==> src/rtl/sram_ctrl_pkg.sv <==
// Shared types and constants for the SRAM controller read path.
package sram_ctrl_pkg;

  localparam int DATA_W = 32;

  typedef enum logic [1:0] {
    SIZE_BYTE = 2'd0,
    SIZE_HALF = 2'd1,
    SIZE_WORD = 2'd2
  } size_t;

  typedef enum logic [1:0] {
    IDLE = 2'd0,
    WAIT = 2'd1,
    RESP = 2'd2
  } state_t;

endpackage

==> src/rtl/sram_rdata_align.sv <==
// Combinational byte-lane aligner: shifts the addressed lanes to bit 0, then zero/sign-extends.
// No latency, no flow control.
module sram_rdata_align
  import sram_ctrl_pkg::*;
(
  input  logic [DATA_W-1:0] i_word,
  input  logic [1:0]        i_addr_lo,
  input  logic [1:0]        i_size,
  input  logic              i_sign,
  output logic [DATA_W-1:0] o_data
);

  logic [DATA_W-1:0] w_shifted;

  assign w_shifted = i_word >> {i_addr_lo, 3'b000};

  always_comb begin
    o_data = w_shifted;
    case (i_size)
      SIZE_BYTE: o_data = {{(DATA_W-8){i_sign & w_shifted[7]}}, w_shifted[7:0]};
      SIZE_HALF: o_data = {{(DATA_W-16){i_sign & w_shifted[15]}}, w_shifted[15:0]};
      default:   o_data = w_shifted;
    endcase
  end

endmodule

==> src/rtl/sram_read_aligner.sv <==
// SRAM read-response path: one request outstanding, response READ_LATENCY+1 cycles after accept,
// held under rsp_ready backpressure. SRAM_RD_SIGN_EXT_EN adds the req_sign port.
module sram_read_aligner
  import sram_ctrl_pkg::*;
#(
  parameter int N_SRAM       = 2,
  parameter int SRAM_DEPTH   = 1024,
  parameter int SRAM_WIDTH   = 4,
  parameter int READ_LATENCY = 2
) (
  input  logic                     CLK,
  input  logic                     nRST,
  input  logic                     req_valid,
  output logic                     req_ready,
  input  logic [31:0]              req_addr,
  input  logic [1:0]               req_size,
`ifdef SRAM_RD_SIGN_EXT_EN
  input  logic                     req_sign,
`endif
  input  logic [DATA_W*N_SRAM-1:0] sram_rdata,
  output logic                     rsp_valid,
  input  logic                     rsp_ready,
  output logic [DATA_W-1:0]        rsp_data,
  output logic                     rsp_err
);

  localparam int CHIP_BYTES = SRAM_DEPTH * SRAM_WIDTH;
  localparam int CHIP_W     = (N_SRAM > 1) ? $clog2(N_SRAM) : 1;
  localparam int CNT_W      = (READ_LATENCY > 1) ? $clog2(READ_LATENCY) : 1;

  state_t              r_state, w_state_nxt;
  logic [CNT_W-1:0]    r_cnt;
  logic [1:0]          r_addr_lo, r_size;
  logic [CHIP_W-1:0]   r_chip;
  logic                r_err, r_sign;
  logic [DATA_W-1:0]   r_rsp_data;
  logic                r_rsp_err;

  logic                w_accept, w_capture, w_sign_in, w_req_err;
  logic [31:0]         w_chip_idx;
  logic [DATA_W-1:0]   w_chip_rdata, w_aligned;

`ifdef SRAM_RD_SIGN_EXT_EN
  assign w_sign_in = req_sign;
`else
  assign w_sign_in = 1'b0;
`endif

  assign w_chip_idx = req_addr / 32'(CHIP_BYTES);
  assign w_req_err  = (w_chip_idx >= 32'(N_SRAM))
                   || (req_size == 2'd3)
                   || ((req_size == SIZE_HALF) && req_addr[0])
                   || ((req_size == SIZE_WORD) && (req_addr[1:0] != 2'b00));

  always_comb begin
    req_ready   = 1'b0;
    w_capture   = 1'b0;
    w_state_nxt = r_state;
    case (r_state)
      IDLE: begin
        req_ready = 1'b1;
        if (req_valid) w_state_nxt = WAIT;
      end
      WAIT: begin
        if (r_cnt == '0) begin
          w_capture   = 1'b1;
          w_state_nxt = RESP;
        end
      end
      RESP: begin
        // Response handshake frees the slot, so a new request can chain straight into WAIT.
        if (rsp_ready) begin
          req_ready   = 1'b1;
          w_state_nxt = req_valid ? WAIT : IDLE;
        end
      end
      default: w_state_nxt = IDLE;
    endcase
  end

  assign w_accept  = req_valid && req_ready;
  assign rsp_valid = (r_state == RESP);
  assign rsp_data  = r_rsp_data;
  assign rsp_err   = r_rsp_err;

  // Explicit compare mux: a truncated out-of-range index must never select a nonexistent lane.
  always_comb begin
    w_chip_rdata = '0;
    for (int k = 0; k < N_SRAM; k++) begin
      if (r_chip == CHIP_W'(k)) w_chip_rdata = sram_rdata[k*DATA_W +: DATA_W];
    end
  end

  sram_rdata_align u_align (
    .i_word    (w_chip_rdata),
    .i_addr_lo (r_addr_lo),
    .i_size    (r_size),
    .i_sign    (r_sign),
    .o_data    (w_aligned)
  );

  always_ff @(posedge CLK) begin
    if (!nRST) r_state <= IDLE;
    else       r_state <= w_state_nxt;
  end

  always_ff @(posedge CLK) begin
    if (!nRST) begin
      r_cnt      <= '0;
      r_addr_lo  <= '0;
      r_size     <= '0;
      r_chip     <= '0;
      r_err      <= 1'b0;
      r_sign     <= 1'b0;
      r_rsp_data <= '0;
      r_rsp_err  <= 1'b0;
    end else begin
      if (w_accept) begin
        r_addr_lo <= req_addr[1:0];
        r_size    <= req_size;
        r_chip    <= w_chip_idx[CHIP_W-1:0];
        r_err     <= w_req_err;
        r_sign    <= w_sign_in;
        r_cnt     <= CNT_W'(READ_LATENCY - 1);
      end else if ((r_state == WAIT) && (r_cnt != '0)) begin
        r_cnt <= r_cnt - CNT_W'(1);
      end
      if (w_capture) begin
        r_rsp_data <= r_err ? '0 : w_aligned;
        r_rsp_err  <= r_err;
      end
    end
  end

endmodule

==> config.mk <==
export PLATFORM = sky130hd
export DESIGN_NAME = sram_read_aligner
export DESIGN_NICKNAME = d
export VERILOG_FILES = /design/src/rtl/sram_ctrl_pkg.sv /design/src/rtl/sram_rdata_align.sv /design/src/rtl/sram_read_aligner.sv
export SDC_FILE = /design/constraint.sdc
export NUM_CORES = 1
export LEC_CHECK = 0
export ABC_AREA = 1
export CAP_MARGIN = 10
export CORE_UTILIZATION = 35
export CTS_CLUSTER_SIZE = 30
export DETAILED_ROUTE_END_ITERATION = 6
export PLACE_DENSITY = 0.71
export SYNTH_ARGS = -nofsm -noshare
export SYNTH_HDL_FRONTEND = slang
export SYNTH_HIERARCHICAL = 1
export SYNTH_SLANG_ARGS = --single-unit
==> constraint.sdc <==
create_clock -name CLK -period 1.81 [get_ports CLK]
set_input_delay 0.362 -clock CLK [delete_from_list [all_inputs] [get_ports CLK]]
set_output_delay 0.362 -clock CLK [all_outputs]
set_load 0.01 [all_outputs]
# Word level (Yosys, flattened, before mapping)

Index checks and enable logic that the tools add are counted.

Output and inout bits: 35
Input bits: 102
Register bits after elaboration: 42
Word-level logic and storage cells: 46

Reduce and logical (&&, ||, !) cells: 12
$add $sub $neg: 1
Eq/ne operators: 9
Muxes and demuxes: 14
Shift-type cells: 1
$lt $le $gt $ge: 1

Operators by type and width:

| kind                | number |
|---|---|
| $mux 32             | 2 |
| $pmux 32 s2         | 1 |
| $shr 32x5->32       | 1 |
| $ge 20x2->1 const B | 1 |
| $eq 2x1->1 const B  | 3 |
| $eq 2x2->1 const B  | 3 |
| $mux 1              | 6 |
| $mux 2              | 3 |
| $pmux 2 s3          | 1 |
| $logic_and 1x1->1   | 4 |
| $logic_not 2->1     | 2 |
| $ne 2x2->1 const B  | 2 |
| $reduce_bool 2->1   | 2 |
| $logic_or 1x1->1    | 3 |
| $reduce_and 3->1    | 1 |
| $ne 2x1->1 const B  | 1 |
| $pmux 1 s2          | 1 |
| $sub 1x1->1 const B | 1 |

# Logic depth before layout (Yosys ltp)

Depth in word-level cells: 4
Depth in mapped cells: 12
Depth with buffers taken out: 9

# Cells and area by module

The synthesis kept the hierarchy.

By module, submodules not included:

| module            | sequential area each (um2) | times used | cells each | area each (um2) |
|---|---|---|---|---|
| sram_read_aligner | 840.8                      | 1          | 253        | 1990.7 |
| sram_rdata_align  | 0.0                        | 1          | 173        | 809.5 |

# Least setup slack after synthesis

OpenSTA, ideal clock, no wires.

Path type: register to register
From: register r_chip
To: register r_rsp_data[16], in the netlist rsp_data[16]
Data arrival time: 1547 ps
Setup time: 132 ps
Data required time: 1678 ps
Cell stages (with the launch flop): 10
Period minus slack after synthesis: 1680 ps
Buffers on the path: 2
Slack: 130 ps
Path through: dfxtp_1 > clkbuf_1 > buf_2 > mux2_2 > o21ai_0 > nor2_1 > nand2_1 > nand3_1 > nand2_1 > a21oi_1

Cells in the longest elaborated chain, start to end: 4

RTL lines:

| item                   | RTL line                 | source |
|---|---|---|
| from (decl)            | sram_read_aligner.sv:34  | `logic [CHIP_W-1:0] r_chip;` |
| from (signal assigned) | sram_read_aligner.sv:121 | `r_chip <= w_chip_idx[CHIP_W-1:0];` |
| $mux 32                | sram_read_aligner.sv:90  | `if (r_chip == CHIP_W'(k)) w_chip_rdata = sram_rdata[k*DATA_W +: DATA_W];` |
| net w_chip_rdata[24]   | sram_read_aligner.sv:41  | `logic [DATA_W-1:0] w_chip_rdata, w_aligned;` |
| $shr 32x5->32          | sram_rdata_align.sv:15   | `assign w_shifted = i_word >> {i_addr_lo, 3'b000};` |
| $pmux 32 s2            | sram_rdata_align.sv:19   | `case (i_size)` |
| net w_aligned[16]      | sram_read_aligner.sv:41  |  |
| $mux 32                | sram_read_aligner.sv:129 | `r_rsp_data <= r_err ? '0 : w_aligned;` |
| to (signal assigned)   | sram_read_aligner.sv:129 |  |
| to (decl)              | sram_read_aligner.sv:36  | `logic [DATA_W-1:0] r_rsp_data;` |

The timed path passes the listed nets, and every way through them passes these cells.
A chain may end at the register's enable or synchronous reset.

# Worst setup path in the final report

From: input rsp_ready
To: output req_ready

Cells in the longest elaborated chain, start to end: 2

RTL lines:

| item        | RTL line                | source |
|---|---|---|
| from (decl) | sram_read_aligner.sv:22 | `input logic rsp_ready,` |
| $mux 1      | sram_read_aligner.sv:72 | `if (rsp_ready) begin` |
| $pmux 1 s2  | sram_read_aligner.sv:59 | `case (r_state)` |
| to (decl)   | sram_read_aligner.sv:14 | `output logic req_ready,` |

Every way passes these cells.

==> metrics list <==
- The flow ran to the end, and the final reports show no timing, DRC or antenna violations.
- In the synthesized netlist, the number of instances is 426.
- Summing over every cut layer, the via total after detailed routing is 3,186.
* All-Layer GR Usage: 19.6%
* Register bit total from synthesis: 42
* Yosys top cell by area: dfxtp_1
- Max-Slew Margin vs Limit: 65.9%
- After floorplanning, the core was sized to cover 0.00773 mm2.
- Y dimension of the die: 91.4 um
* Layout filler cell count: 769
- RSZ-0062 raised after global routing: no
- Highest Clock Rate: 610 MHz
- Across the VDD grid, the largest voltage drop is 0.426 mV.
- Maximum count of clock buffers along a single path: 2
- Averaged over all synthesized cells, the footprint is 6.57 um2.
- Initial cell density of the core: 36.2%
- Between clock sinks in the finished design, the worst skew comes to 0.00528 ns.
- Once the clock tree was built, the resizer swapped 2 gates to a different size.
* Clock Tree Root: clkbuf_8
* Via-per-instance ratio: 4.92
- CTS tree: done
- Minimum clock period after layout: 1.64 ns
- Drt wl/cell: 12.5 um
- After synthesis the cells add up to 0.00280 mm2.
- Number of antenna violations at the first check in global routing: 0
- Max-cap violations in this run came to 0.
- Wire length of the first global-routing pass: 13,600 um
* Share of synthesized registers carrying an async set or reset: 0%
* Num CTS Buffers: 5
- In the routed design, unresolved DRC markers number 0.
- Data on the critical path is required at its endpoint by 1.45 ns.
- The path class of the tightest hold or removal check is flop to flop.
- Final hold violation count: 0
- Number of buffers inserted by hold repair at cts: 0
* Most instantiated flip-flop cell in the synthesis netlist: dfxtp_1
* Latest clock arrival within the worst-skew pair: 0.29 ns
* Number of synthesized flops with an enable pin: 0
- The first TritonRoute pass finished after 4 iterations.
- The area growth from synthesis to layout is 50.9%.
- Yosys warning count: 6
- Proportion of layout cells with a drive suffix above 1: 11.6%
* Boundary pin count: 137
- Final HPWL from detailed placement: 6440 um
- CTS Sinks: 42
- Power density relative to cell area: 630 mW/mm2
- Clk pin slew, worst setup/hold paths: 0.08 ns
* Library cell with the highest instance count after synthesis: nand2_1
* Type of element launching the critical path: primary input
- The worst setup path is of the primary input to output port kind.
- Routability Congestion: 0.891
* Tcrit/Tclk final: 90.5%
* Top cells by area, synth: dfxtp_1 (30%), nand2_1 (21%), mux2_2 (13%)
* Pin count of the biggest net entering global routing: 35
* Top cells by count, synth: nand2_1 (153), a21oi_1 (48), dfxtp_1 (42)
* Slew of the pin with the lowest slew margin: 0.511 ns
* Critical path data arrival time: 1.28 ns
- DRC marker count from the first detailed-route iteration: 148
- The floorplan has 32 rows.
* Leakage component of the power: 1.74 nW
* Type of element capturing the critical path: output port
* Fin. max-slew vios: 0
- The die is 91.4 um wide.
- Sequential cells were found to cover 30.0% of the synthesized design area.
- Summed over all layers, the routed wires come to 8120 um.
* Number of nets with antenna violations after detailed routing: 0
- Critical-path maximum fanout: 2
* Number of buffers inserted by port buffering: 126
* Via count of the first global-routing pass: 3,101
- Adding up every negative setup slack in the final design gives 0 ns.
- Number of distinct library cells after synthesis: 27
* Final Hold Slack: 0.465 ns
- Final-stage net count: 646
* Global-route congestion overflow total: 0
- Post-CTS Setup Inserts: 0
- The number of antenna diodes in the final layout is 0.
- Setup violations remaining at the end of the flow were counted as 0.
- Post-synth top area share: 30.0%
- The floorplan step defined a die boundary enclosing 0.00836 mm2.
* Deepest level of the CTS H-tree: 2
==> cell type report <==
class                      count  area (um2)  share of cell area (%)
tap                          102         128                    3.02
clock inverter                 2        37.5                   0.888
clock buffer                   6        72.6                    1.72
sequential                    42         842                    19.9
inverter                      23        86.3                    2.04
timing repair buffer         137        1360                    32.1
multi-input combinational    335        1700                    40.3
==> cell families (layout without fill, tap and decap cells) <==
family / count (synthesis) / count (layout) / share of synthesized area, %
other: 1 / 2 / 0.134
AO/OA/AOI/OAI: 63 / 63 / 11.6
multiplexers: 32 / 32 / 12.9
AND/OR/NAND/NOR: 238 / 238 / 36.1
flip-flops: 42 / 42 / 30.0
buffers and inverters: 50 / 168 / 9.29
==> registers in the layout (all words and copies together) (netlist names) <==
register   cells
rsp_data      32
r_addr_lo      2
r_size         2
r_state        2
r_chip         1
r_cnt          1
r_err          1
rsp_err        1
==> critical path, stage by stage <==
cell and delay [ns]:
clkdlybuf4s50_1 0.46, inv_1 0.05, nand2_1 0.07, nand2_1 0.05, inv_1 0.04, dlygate4sd2_1 0.25
==> placed cells by master (no fill, tap or decap), types with 3 or more instances in the layout <==
master and n:
a21oi_1 48, nand3_2 3, inv_2 3, inv_1 19, nor2_1 41, clkdlybuf4s50_1 124
buf_4 10, nand2_1 153, o21ai_0 11, mux2_2 32, nand3_1 34, dfxtp_1 41
clkbuf_8 5
==> layer usage <==
metal	routed length [um]	vias up	GRT usage (%)
li1	-	1605	-
met1	3300	1452	22.0
met2	4170	113	37.2
met3	485	16	3.77
met4	159	0	5.29
met5	0	-	0
==> worst paths after layout <==
path                      from      endpoint  slack, ns  depth (start not counted)
setup / recovery     rsp_ready     req_ready       0.17                          6
hold / removal    rsp_data[25]  rsp_data[25]       0.46                          2
setup reg to reg        r_chip  rsp_data[22]       0.18                          8
hold reg to reg   rsp_data[25]  rsp_data[25]       0.46                          2
==> metrics by stage <==
stage                     worst slack [ns]  cells  power (mW)  area (um2)  util [%]
after floorplan                      0.130    427        1.58        2800         -
after global placement             -0.0929    639        1.93        4110      53.2
after detailed placement            -0.107    639        1.94        4110      53.2
after CTS                           0.0276    647        2.67        4220      54.7
after global routing                0.0490    647        2.82        4230      54.7
final                                0.171    647        2.66        4230      54.7
==> power breakdown <==
group	switching (mW)	internal, mW	leakage [nW]
Clock	0.327	0.412	0.0514
Combinational	0.439	0.472	1.35
Sequential	0.0406	0.973	0.342
Note: power is estimated with default switching activity, not from simulation.
